### src/rtl/hid_pkg.sv
// Shared HID/USB constants for the keyboard-to-ASCII path: device type
// encodings, usage codes, modifier bit positions and the scan FSM states.
package hid_pkg;

    localparam logic [1:0] USB_TYP_NONE     = 2'd0;
    localparam logic [1:0] USB_TYP_KEYBOARD = 2'd1;
    localparam logic [1:0] USB_TYP_MOUSE    = 2'd2;
    localparam logic [1:0] USB_TYP_GAMEPAD  = 2'd3;

    localparam logic [7:0] HID_ROLLOVER       = 8'h01;
    localparam logic [7:0] HID_KEY_A          = 8'h04;
    localparam logic [7:0] HID_KEY_Z          = 8'h1D;
    localparam logic [7:0] HID_KEY_1          = 8'h1E;
    localparam logic [7:0] HID_KEY_0          = 8'h27;
    localparam logic [7:0] HID_KEY_ENTER      = 8'h28;
    localparam logic [7:0] HID_KEY_ESC        = 8'h29;
    localparam logic [7:0] HID_KEY_BKSP       = 8'h2A;
    localparam logic [7:0] HID_KEY_TAB        = 8'h2B;
    localparam logic [7:0] HID_KEY_SPACE      = 8'h2C;
    localparam logic [7:0] HID_KEY_MINUS      = 8'h2D;
    localparam logic [7:0] HID_KEY_NONUS_HASH = 8'h32;
    localparam logic [7:0] HID_KEY_SLASH      = 8'h38;
    localparam logic [7:0] HID_KEY_CAPS       = 8'h39;

    localparam int MOD_LCTRL_BIT  = 0;
    localparam int MOD_LSHIFT_BIT = 1;
    localparam int MOD_RCTRL_BIT  = 4;
    localparam int MOD_RSHIFT_BIT = 5;

    typedef enum logic {
        SCAN_IDLE = 1'b0,
        SCAN_BUSY = 1'b1
    } scan_state_e;

    // Four usage slots of a boot report; index 0 is key1.
    typedef logic [3:0][7:0] key_set_t;

    // True when any slot carries the ErrorRollOver code.
    function automatic logic has_rollover(input key_set_t keys);
        logic found;
        found = 1'b0;
        for (int i = 0; i < 4; i++) begin
            if (keys[i] == HID_ROLLOVER) begin
                found = 1'b1;
            end
        end
        return found;
    endfunction

endpackage

### src/rtl/hid_usage_to_ascii.sv
// Combinational HID usage -> ASCII translation for a US layout.
// Letters use shift XOR caps for case, ctrl maps letters to 01-1A.
// Caps lock usage itself is never translatable.
module hid_usage_to_ascii
    import hid_pkg::*;
(
    input  logic [7:0] usage,
    input  logic       shift,
    input  logic       ctrl,
    input  logic       caps,
    output logic       valid,
    output logic [7:0] ascii
);

    logic [7:0] letter_ofs;
    logic       upper;

    assign letter_ofs = usage - HID_KEY_A;
    assign upper      = shift ^ caps;

    // Letters by arithmetic, everything else by table.
    always_comb begin
        valid = 1'b1;
        ascii = 8'h00;
        if (usage >= HID_KEY_A && usage <= HID_KEY_Z) begin
            if (ctrl) begin
                ascii = 8'h01 + letter_ofs;
            end else if (upper) begin
                ascii = 8'h41 + letter_ofs;
            end else begin
                ascii = 8'h61 + letter_ofs;
            end
        end else begin
            case (usage)
                HID_KEY_1:     ascii = shift ? 8'h21 : 8'h31;
                8'h1F:         ascii = shift ? 8'h40 : 8'h32;
                8'h20:         ascii = shift ? 8'h23 : 8'h33;
                8'h21:         ascii = shift ? 8'h24 : 8'h34;
                8'h22:         ascii = shift ? 8'h25 : 8'h35;
                8'h23:         ascii = shift ? 8'h5E : 8'h36;
                8'h24:         ascii = shift ? 8'h26 : 8'h37;
                8'h25:         ascii = shift ? 8'h2A : 8'h38;
                8'h26:         ascii = shift ? 8'h28 : 8'h39;
                HID_KEY_0:     ascii = shift ? 8'h29 : 8'h30;
                HID_KEY_ENTER: ascii = 8'h0D;
                HID_KEY_ESC:   ascii = 8'h1B;
                HID_KEY_BKSP:  ascii = 8'h08;
                HID_KEY_TAB:   ascii = 8'h09;
                HID_KEY_SPACE: ascii = 8'h20;
                HID_KEY_MINUS: ascii = shift ? 8'h5F : 8'h2D;
                8'h2E:         ascii = shift ? 8'h2B : 8'h3D;
                8'h2F:         ascii = shift ? 8'h7B : 8'h5B;
                8'h30:         ascii = shift ? 8'h7D : 8'h5D;
                8'h31:         ascii = shift ? 8'h7C : 8'h5C;
                8'h33:         ascii = shift ? 8'h3A : 8'h3B;
                8'h34:         ascii = shift ? 8'h22 : 8'h27;
                8'h35:         ascii = shift ? 8'h7E : 8'h60;
                8'h36:         ascii = shift ? 8'h3C : 8'h2C;
                8'h37:         ascii = shift ? 8'h3E : 8'h2E;
                HID_KEY_SLASH: ascii = shift ? 8'h3F : 8'h2F;
                default:       valid = 1'b0;
            endcase
        end
    end

endmodule

### src/rtl/hid_kbd_ascii.sv
// Keyboard report differ + ASCII FIFO. Snapshots each keyboard report,
// scans its four slots one per cycle against the previous report and
// pushes translated new presses into an inline FWFT FIFO.
// Optional feature macro: HID_KBD_CAPSLOCK_EN (caps lock toggling).
module hid_kbd_ascii
    import hid_pkg::*;
#(
    parameter int DEPTH = 16
) (
    input  logic                     usbclk,
    input  logic                     usbrst_n,
    input  logic [1:0]               typ,
    input  logic                     report,
    input  logic [7:0]               key_modifiers,
    input  logic [7:0]               key1,
    input  logic [7:0]               key2,
    input  logic [7:0]               key3,
    input  logic [7:0]               key4,
    output logic [7:0]               char_data,
    output logic                     char_valid,
    input  logic                     char_ready,
    output logic [$clog2(DEPTH):0]   fifo_level,
    output logic                     overflow,
    output logic                     rpt_drop,
    output logic                     caps_lock
);

    localparam int AW = $clog2(DEPTH);
    localparam logic [AW:0] FULL_LEVEL = (AW + 1)'(DEPTH);

    scan_state_e state_q, state_d;
    logic [1:0]  idx_q, idx_d;
    key_set_t    snap_keys_q, snap_keys_d;
    key_set_t    prev_keys_q, prev_keys_d;
    key_set_t    in_keys;
    logic        snap_shift_q, snap_shift_d;
    logic        snap_ctrl_q, snap_ctrl_d;
    logic        rpt_drop_q, rpt_drop_d;
    logic        overflow_q, overflow_d;
    logic        caps_q, caps_d;
    logic [AW-1:0] wr_ptr_q, wr_ptr_d;
    logic [AW-1:0] rd_ptr_q, rd_ptr_d;
    logic [AW:0]   count_q, count_d;
    logic [7:0]    fifo_mem_q [DEPTH];

    logic       is_kbd;
    logic       capture;
    logic [7:0] cur_key;
    logic       key_new;
    logic       xl_valid;
    logic [7:0] xl_ascii;
    logic       push_req;
    logic       pop;
    logic       full;
    logic       do_push;

    assign in_keys  = {key4, key3, key2, key1};
    assign is_kbd   = (typ == USB_TYP_KEYBOARD);
    assign capture  = (state_q == SCAN_IDLE) && report && is_kbd && !has_rollover(in_keys);
    assign cur_key  = snap_keys_q[idx_q];

    // A scanned key is new when it is nonzero and absent from the last report.
    always_comb begin
        key_new = (cur_key != 8'h00);
        for (int i = 0; i < 4; i++) begin
            if (prev_keys_q[i] == cur_key) begin
                key_new = 1'b0;
            end
        end
    end

    hid_usage_to_ascii u_xlate (
        .usage (cur_key),
        .shift (snap_shift_q),
        .ctrl  (snap_ctrl_q),
        .caps  (caps_q),
        .valid (xl_valid),
        .ascii (xl_ascii)
    );

    assign push_req   = (state_q == SCAN_BUSY) && key_new && xl_valid;
    assign char_valid = (count_q != '0);
    assign pop        = char_valid && char_ready;
    assign full       = (count_q == FULL_LEVEL);
    assign do_push    = push_req && (!full || pop);

    // Scan FSM next state: capture a snapshot, walk four slots, then commit it as prev.
    always_comb begin
        state_d      = state_q;
        idx_d        = idx_q;
        snap_keys_d  = snap_keys_q;
        snap_shift_d = snap_shift_q;
        snap_ctrl_d  = snap_ctrl_q;
        prev_keys_d  = prev_keys_q;
        rpt_drop_d   = rpt_drop_q;
        case (state_q)
            SCAN_IDLE: begin
                if (capture) begin
                    state_d      = SCAN_BUSY;
                    idx_d        = 2'd0;
                    snap_keys_d  = in_keys;
                    snap_shift_d = key_modifiers[MOD_LSHIFT_BIT] | key_modifiers[MOD_RSHIFT_BIT];
                    snap_ctrl_d  = key_modifiers[MOD_LCTRL_BIT] | key_modifiers[MOD_RCTRL_BIT];
                end
            end
            SCAN_BUSY: begin
                if (report) begin
                    rpt_drop_d = 1'b1;
                end
                idx_d = idx_q + 2'd1;
                if (idx_q == 2'd3) begin
                    state_d     = SCAN_IDLE;
                    prev_keys_d = snap_keys_q;
                end
            end
        endcase
        if (!is_kbd) begin
            prev_keys_d = '0;
        end
    end

    // Caps lock state toggles on each newly pressed caps key when enabled.
    always_comb begin
        caps_d = caps_q;
`ifdef HID_KBD_CAPSLOCK_EN
        if (state_q == SCAN_BUSY && key_new && cur_key == HID_KEY_CAPS) begin
            caps_d = ~caps_q;
        end
`else
        caps_d = 1'b0;
`endif
    end

    // FIFO pointer/occupancy update; a full push without a pop is dropped.
    always_comb begin
        wr_ptr_d   = wr_ptr_q;
        rd_ptr_d   = rd_ptr_q;
        count_d    = count_q;
        overflow_d = overflow_q;
        if (do_push) begin
            wr_ptr_d = wr_ptr_q + 1'b1;
        end
        if (pop) begin
            rd_ptr_d = rd_ptr_q + 1'b1;
        end
        if (do_push && !pop) begin
            count_d = count_q + 1'b1;
        end else if (pop && !do_push) begin
            count_d = count_q - 1'b1;
        end
        if (push_req && full && !pop) begin
            overflow_d = 1'b1;
        end
    end

    // Control and status registers.
    always_ff @(posedge usbclk or negedge usbrst_n) begin
        if (!usbrst_n) begin
            state_q      <= SCAN_IDLE;
            idx_q        <= 2'd0;
            snap_keys_q  <= '0;
            snap_shift_q <= 1'b0;
            snap_ctrl_q  <= 1'b0;
            prev_keys_q  <= '0;
            rpt_drop_q   <= 1'b0;
            overflow_q   <= 1'b0;
            caps_q       <= 1'b0;
            wr_ptr_q     <= '0;
            rd_ptr_q     <= '0;
            count_q      <= '0;
        end else begin
            state_q      <= state_d;
            idx_q        <= idx_d;
            snap_keys_q  <= snap_keys_d;
            snap_shift_q <= snap_shift_d;
            snap_ctrl_q  <= snap_ctrl_d;
            prev_keys_q  <= prev_keys_d;
            rpt_drop_q   <= rpt_drop_d;
            overflow_q   <= overflow_d;
            caps_q       <= caps_d;
            wr_ptr_q     <= wr_ptr_d;
            rd_ptr_q     <= rd_ptr_d;
            count_q      <= count_d;
        end
    end

    // FIFO storage; cleared on reset so char_data reads 0 out of reset.
    always_ff @(posedge usbclk or negedge usbrst_n) begin
        if (!usbrst_n) begin
            for (int i = 0; i < DEPTH; i++) begin
                fifo_mem_q[i] <= 8'h00;
            end
        end else if (do_push) begin
            fifo_mem_q[wr_ptr_q] <= xl_ascii;
        end
    end

    assign char_data  = fifo_mem_q[rd_ptr_q];
    assign fifo_level = count_q;
    assign overflow   = overflow_q;
    assign rpt_drop   = rpt_drop_q;
    assign caps_lock  = caps_q;

endmodule

### config.mk
export PLATFORM = sky130hd
export DESIGN_NAME = hid_kbd_ascii
export DESIGN_NICKNAME = d
export VERILOG_FILES = /design/src/rtl/hid_pkg.sv /design/src/rtl/hid_usage_to_ascii.sv /design/src/rtl/hid_kbd_ascii.sv
export SDC_FILE = /design/constraint.sdc
export NUM_CORES = 1
export LEC_CHECK = 0
export CAP_MARGIN = 20
export CORE_UTILIZATION = 40
export DETAILED_ROUTE_END_ITERATION = 8
export RECOVER_POWER = 100
export SYNTH_ARGS = -nofsm -noshare
export SYNTH_HDL_FRONTEND = slang
export SYNTH_SLANG_ARGS = --single-unit
export TNS_END_PERCENT = 1
### constraint.sdc
create_clock -name usbclk -period 12.9 [get_ports usbclk]
set_clock_uncertainty 0.15 [all_clocks]
set_input_delay 1.29 -clock usbclk [delete_from_list [all_inputs] [get_ports usbclk]]
set_output_delay 1.29 -clock usbclk [all_outputs]
set_load 0.1 [all_outputs]
# Word-level counts from Yosys, hierarchy flattened
# Cells that the tools add are included.
[classes]
addsub = 9
n_lt_le_gt_ge = 6
n_eq_ne = 40
n_mux = 53
n_bitwise = 5
n_reduce_logical = 25
[ops]
columns = ["op", "count"]
rows = [
  ["8-bit one-hot mux with 26 select lines", 1],
  ["8-bit by 6-bit == test with 1-bit output, second input constant", 24],
  ["128-bit bitwise mux", 1],
  ["32-bit two-way mux", 3],
  ["5-bit two-way mux", 15],
  ["8-bit two-way mux", 7],
  ["8-bit binary-select mux with 4-bit select", 1],
  ["8-bit demux with 4-bit select", 1],
  ["8-bit by 1-bit == test with 1-bit output, second input constant", 4],
  ["8-bit == test", 4],
  ["26-bit OR reduction", 1],
  ["7-bit two-way mux", 3],
  ["6-bit two-way mux", 3],
  ["7-bit by 8-bit adder with 8-bit output, first input constant", 2],
  ["8-bit binary-select mux with 2-bit select", 1],
  ["8-bit by 5-bit == test with 1-bit output, second input constant", 2],
  ["1-bit logical AND", 13],
  ["1-bit two-way mux", 13],
  ["5-bit greater-or-equal comparator, second input constant", 2],
  ["4-bit inverter with 5-bit output", 2],
  ["1-bit by 8-bit adder with 8-bit output, first input constant", 1],
  ["4-bit by 1-bit adder with 4-bit output, second input constant", 2],
  ["8-bit by 3-bit greater-or-equal comparator with 1-bit output, second input constant", 1],
  ["8-bit by 5-bit less-or-equal comparator with 1-bit output, second input constant", 1],
  ["23 further kinds", 30],
]
[totals]
register_bits = 212
inputBits = 46
output_inout_bits = 17
wordCells = 171

# Depth between registers and ports, before layout
[logic_depth]
word_depth = 14
depth_mapped = 21
depth_no_buf = 17

# Hierarchy
# A second synthesis with hierarchy kept.
[hier_totals]
hier_cells = 846
area_unflattened_um2 = 11682.5
[modules_own_cells]
columns = ["mod", "n_inst", "cells_each", "area_each_um2", "seq_area_each_um2"]
rows = [
  ["hid_kbd_ascii", 1, 692, 10657.7, 5305.1],
  ["hid_usage_to_ascii", 1, 154, 1024.7, 0.0],
]

# Worst setup path before layout
# No wires, ideal clock.
[synth_path]
path_type = "register to register"
startpoint = "reg idx_q[0]"
endpoint = "reg count_q[4] (netlist: fifo_level[4])"
setup_ns = 0.162
arrival_time_ns = 4.277
t_required_ns = 12.588
path_slack_ns = 8.310
path_stages_with_launch = 21
n_path_buf = 4
period_less_slack_ns = 4.590
cell_sequence = "dfrtp_1 buf_6 mux4_2 buf_4 ha_1 clkbuf_1 nor4_1 a31oi_1 a211oi_1 o22ai_1 a2111o_1 buf_6 and3_4 ha_1 inv_1 ha_1 a21o_1 a21oi_1 xnor2_1 nor2_1 xor2_1"
[synth_between]
elab_chain_len = 13
elab_cells_between_ends = 51
classes_between = "order compare: 2; eq/ne: 30; mux: 9; reduce/logical: 10"
[synth_lines]
columns = ["item", "line_no", "text"]
rows = [
  ["start, declared", "hid_kbd_ascii.sv:32", "logic [1:0] idx_q, idx_d;"],
  ["start signal, assigned", "hid_kbd_ascii.sv:173", "idx_q <= idx_d;"],
  ["8-bit binary-select mux with 2-bit select *", "hid_kbd_ascii.sv:60", "assign cur_key = snap_keys_q[idx_q];"],
  ["8-bit two-way mux (implied by the code) *", "hid_kbd_ascii.sv:60", ""],
  ["8-bit == test or 8-bit nonzero test (tied branches)", "hid_kbd_ascii.sv:66, hid_kbd_ascii.sv:64", ""],
  ["1-bit two-way mux (4 in a row)", "hid_kbd_ascii.sv:66", "if (prev_keys_q[i] == cur_key) begin"],
  ["1-bit logical AND", "hid_kbd_ascii.sv:81", "assign push_req = (state_q == SCAN_BUSY) && key_new && xl_valid;"],
  ["1-bit logical AND *", "hid_kbd_ascii.sv:81", ""],
  ["1-bit logical AND *", "hid_kbd_ascii.sv:85", "assign do_push = push_req && (!full || pop);"],
  ["via do_push", "hid_kbd_ascii.sv:55", "logic do_push;"],
  ["1-bit zero test", "hid_kbd_ascii.sv:148", "end else if (pop && !do_push) begin"],
  ["1-bit logical AND", "hid_kbd_ascii.sv:148", ""],
  ["2-bit nonzero test (no source line)", "-", ""],
  ["end signal, assigned", "hid_kbd_ascii.sv:183", "count_q <= count_d;"],
  ["end, declared", "hid_kbd_ascii.sv:43", "logic [AW:0] count_q, count_d;"],
]
# The timed path passes the listed nets; every way through them passes the cells marked *. The select of a mux whose other input is x is not followed.
# A chain may end at the register's enable or synchronous reset.

==> results_tabular.tex <==
\begin{tabular}{lr}
\hline
Metric & Value \\
\hline
\multicolumn{2}{l}{\textbf{Setup path}} \\
\quad Most repeated library cell on the critical path & sky130\_fd\_sc\_hd\_\_clkbuf\_1 \\
\quad Slowest-stage cell, CP & sky130\_fd\_sc\_hd\_\_clkbuf\_1 \\
\quad Cells along the critical path & clkbuf\_1 > clkbuf\_1 \\
\quad Kind of critical path & in2async \\
\quad Setup crit start kind & input port \\
\quad Cell class contributing the biggest share of worst-path delay & buffers and inverters \\
\quad Endpoint required time on the critical path & 12.35 ns \\
\quad Arrival time at the worst endpoint & 7.03 ns \\
\quad Largest stage delay on the critical path & 3.05 ns \\
\quad Worst setup EP type & asynchronous set/reset pin \\
\quad Buffers plus inverters on the worst setup path & 2 \\
\quad Max Fanout on Critical Path & 81 \\
\quad Worst reg-to-reg setup slack & 6.74 ns \\
\multicolumn{2}{l}{\textbf{Clock network}} \\
\quad Num CTS Buffers & 25 \\
\quad Num Clock Sinks & 212 \\
\quad Maximum count of clock buffers along a single path & 3 \\
\quad H-tree depth & 1 \\
\quad Clock tree from TritonCTS & done \\
\quad Clk slew on worst S/H paths & 0.06 ns \\
\quad Number of instances resized during post-cts repair & 0 \\
\quad Insertion delay of the later-clocked pin in the worst-skew pair & 0.52 ns \\
\quad Total setup buffers inserted after CTS & 0 \\
\quad Number of hold buffers added after cts & 0 \\
\quad Clock Root Buffer & sky130\_fd\_sc\_hd\_\_clkbuf\_16 \\
\multicolumn{2}{l}{\textbf{Global routing}} \\
\quad Antenna violations before repair & 0 \\
\quad Via count of the first global-routing pass & 7147 \\
\quad Maximum number of pins on one net before global-route repair & 82 \\
\quad Sum of overflow across all layers after global routing & 0 \\
\quad Wire length of the first global-routing pass & 41.1 mm \\
\quad Global-route usage over all layers & 0.184 \\
\multicolumn{2}{l}{\textbf{Yosys}} \\
\quad Flip-flop and latch count after synthesis & 212 \\
\quad Predominant post-synthesis flop cell & sky130\_fd\_sc\_hd\_\_dfrtp\_1 \\
\quad Async S/R FF share, synth & 1.00 \\
\quad Sequential share of the synthesized area & 0.478 \\
\quad Mapped Avg Cell Area & 13.3 µm² \\
\quad Number of different library cells in the post-synthesis netlist & 70 \\
\quad Cell count after synthesis & 832 \\
\quad Number of synthesized flops with an enable pin & 0 \\
\quad Yosys warnings & 0 \\
\quad Post-Synthesis Cell Area & 11100 µm² \\
\quad Synthesized netlist net count & 901 \\
\multicolumn{2}{l}{\textbf{Route}} \\
\quad Total vias in the final route & 6947 \\
\quad Violation count after the first detailed-routing iteration & 543 \\
\quad Final wirelength & 24.9 mm \\
\quad Router iterations before antenna repair & 5 \\
\quad Post-DR wirelength/cell & 19.7 µm \\
\quad Remaining number of nets flagged by the antenna check after routing & 0 \\
\quad Detailed-route DRC error count & 0 \\
\quad Via/cell ratio & 5.51 \\
\multicolumn{2}{l}{\textbf{STA}} \\
\quad Final Critical Period & 7.58 ns \\
\quad Worst-case setup margin in the final layout & 5.32 ns \\
\quad Share of the cycle needed by the critical path after routing & 0.587 \\
\quad Max Transition Viols Final & 250 \\
\quad Remaining max-slew budget at the tightest pin & -1.96 \\
\quad Worst hold-check slack & 0.302 ns \\
\quad Accumulated negative setup slack & 0 ns \\
\quad Finish-stage setup viols & 0 \\
\quad Worst-Margin Slew & 4.44 ns \\
\quad Fmax & 132 MHz \\
\quad Final Hold Violating Endpoints & 0 \\
\quad RSZ-0062 raised after global routing & no \\
\multicolumn{2}{l}{\textbf{Die}} \\
\quad Die Width & 169 µm \\
\quad Placeable Area & 27100 µm² \\
\quad Die outline area & 28400 µm² \\
\quad Standard-cell row count & 60 \\
\quad Height of the chip & 169 µm \\
\quad Number of top-level design ports & 63 \\
\quad Starting utilization of the core area & 0.409 \\
\multicolumn{2}{l}{\textbf{Layout}} \\
\quad Fraction of final layout cells with drive strength greater than 1 & 0.305 \\
\quad Commonest non-fill, non-tap cells in the layout & sky130\_fd\_sc\_hd\_\_dfrtp\_1, sky130\_fd\_sc\_hd\_\_mux2\_2, sky130\_fd\_sc\_hd\_\_mux4\_2 \\
\quad Area growth from synthesis to final layout & 14.0\% \\
\quad Non-Filler Instances & 1260 \\
\quad Fraction of the core area covered by cells at the end of the flow & 0.467 \\
\quad Layout net count & 938 \\
\quad Final Instance Area & 12600 µm² \\
\quad Most common cell after layout, fill and taps aside & sky130\_fd\_sc\_hd\_\_dfrtp\_1 \\
\quad Diode insertion count for antenna repair & 0 \\
\multicolumn{2}{l}{\textbf{Run status}} \\
\quad Result of the run & finished with violations \\
\quad Failing checks & max-capacitance violations, max-slew violations \\
\multicolumn{2}{l}{\textbf{Place}} \\
\quad Final Wtd Congestion & 0.870 \\
\quad Worst setup slack after placement & 7.39 ns \\
\quad Dpl cell area & 11900 µm² \\
\quad Hpwl dp & 16.4 mm \\
\quad Number of placed instances, taps included & 1213 \\
\quad Number of port buffers & 57 \\
\multicolumn{2}{l}{\textbf{Pwr}} \\
\quad Power density normalized to cell area & 269 nW/µm² \\
\quad Peak supply drop & 0.192 mV \\
\quad Post-layout power & 3.41 mW \\
\quad Static leakage & 5.69 nW \\
\multicolumn{2}{l}{\textbf{Job}} \\
\quad Count of max-cap constraint violations & 4 \\
\multicolumn{2}{l}{\textbf{Min path}} \\
\quad Class of the worst hold path & reg2reg \\
\hline
\end{tabular}
[metal layers]
metal	global-route usage	wire (µm)	up-vias
met5	0	0	-
met4	0.0455	472	0
met3	0.0241	976	37
met2	0.279	11200	174
met1	0.278	12200	3556
li1	-	-	3180
[worst paths after layout]
kind                       depth (start not counted)                   endpoint            startpoint
hold / removal                                     1       rpt_drop$_DFFE_PN0P_  rpt_drop$_DFFE_PN0P_
min in group asynchronous                          1    snap_ctrl_q$_DFFE_PN0P_              usbrst_n
hold reg to reg                                    1       rpt_drop$_DFFE_PN0P_  rpt_drop$_DFFE_PN0P_
setup / recovery                                   2    rd_ptr_q[0]$_DFFE_PN0P_              usbrst_n
max in group usbclk                               17  fifo_level[4]$_DFFE_PN0P_  idx_q[0]$_DFFE_PN0P_
setup reg to reg                                  17  fifo_level[4]$_DFFE_PN0P_  idx_q[0]$_DFFE_PN0P_
[cell families after synthesis]
logic type | share of synthesized area
AOI/OAI and AO/OA | 0.0727
xor gates and xnor gates | 0.0403
adders and majority gates | 0.0266
buffers and inverters | 0.0325
DFF | 0.478
muxes | 0.267
other | 0.000338
and+or+nand+nor | 0.0828
[synth_stat cells (2+ instances only)]
master | instances | share of area
sky130_fd_sc_hd__a21oi_1 | 18 | 0.0081
sky130_fd_sc_hd__nand2b_1 | 2 | 0.0011
sky130_fd_sc_hd__mux4_1 | 2 | 0.0047
sky130_fd_sc_hd__dfrtp_1 | 212 | 0.48
sky130_fd_sc_hd__and3_1 | 18 | 0.010
sky130_fd_sc_hd__nor3_1 | 4 | 0.0018
sky130_fd_sc_hd__xor2_1 | 5 | 0.0039
sky130_fd_sc_hd__a32oi_1 | 2 | 0.0016
sky130_fd_sc_hd__and2_1 | 2 | 0.0011
sky130_fd_sc_hd__o22ai_1 | 6 | 0.0034
sky130_fd_sc_hd__a41oi_1 | 2 | 0.0016
sky130_fd_sc_hd__nand2_1 | 37 | 0.013
sky130_fd_sc_hd__nand3_2 | 12 | 0.011
sky130_fd_sc_hd__buf_4 | 12 | 0.0081
sky130_fd_sc_hd__nor2b_1 | 6 | 0.0034
sky130_fd_sc_hd__o31ai_1 | 3 | 0.0020
sky130_fd_sc_hd__nor2_1 | 20 | 0.0068
sky130_fd_sc_hd__nor4_1 | 6 | 0.0034
sky130_fd_sc_hd__nand3_1 | 6 | 0.0027
sky130_fd_sc_hd__a22oi_1 | 2 | 0.0014
sky130_fd_sc_hd__inv_1 | 15 | 0.0051
sky130_fd_sc_hd__a22o_1 | 33 | 0.026
sky130_fd_sc_hd__a211oi_1 | 3 | 0.0020
sky130_fd_sc_hd__a31oi_1 | 3 | 0.0017
sky130_fd_sc_hd__ha_1 | 22 | 0.025
sky130_fd_sc_hd__nor4b_1 | 4 | 0.0032
sky130_fd_sc_hd__a21oi_2 | 3 | 0.0024
sky130_fd_sc_hd__buf_2 | 6 | 0.0027
sky130_fd_sc_hd__buf_1 | 7 | 0.0024
sky130_fd_sc_hd__o21ai_1 | 3 | 0.0014
sky130_fd_sc_hd__o21ai_0 | 15 | 0.0068
sky130_fd_sc_hd__mux4_2 | 47 | 0.095
sky130_fd_sc_hd__mux2_2 | 162 | 0.16
sky130_fd_sc_hd__nand4_4 | 4 | 0.0077
sky130_fd_sc_hd__a21o_1 | 4 | 0.0027
sky130_fd_sc_hd__nand4_1 | 13 | 0.0073
sky130_fd_sc_hd__buf_6 | 4 | 0.0041
sky130_fd_sc_hd__xnor2_1 | 46 | 0.036
sky130_fd_sc_hd__clkbuf_1 | 29 | 0.0098
sky130_fd_sc_hd__o21bai_1 | 2 | 0.0014
[registers in the layout (all words and copies together), names as in the netlist, 2 cells and up]
| signal | cells |
|---|---|
| fifo_level | 5 |
| fifo_mem_q | 128 |
| idx_q | 2 |
| prev_keys_q | 32 |
| rd_ptr_q | 4 |
| snap_keys_q | 32 |
| wr_ptr_q | 4 |
[report_power, final]
group          total, mW  internal, mW  switching (mW)  leakage [nW]
Clock              0.726         0.446           0.281         0.426
Sequential         0.997         0.827           0.170          2.83
Combinational       1.68         0.649            1.04          2.42
Total               3.41          1.92            1.49          5.69
[layout make-up]
cell class	count	area [µm²]
tap	372	465
fill	2461	14500
inverter	16	60.1
sequential	212	5310
multi-input combinational	546	5310
clock inverter	8	115
clock buffer	38	754
timing repair buffer	68	632
Power figures use the tool's default switching activity.
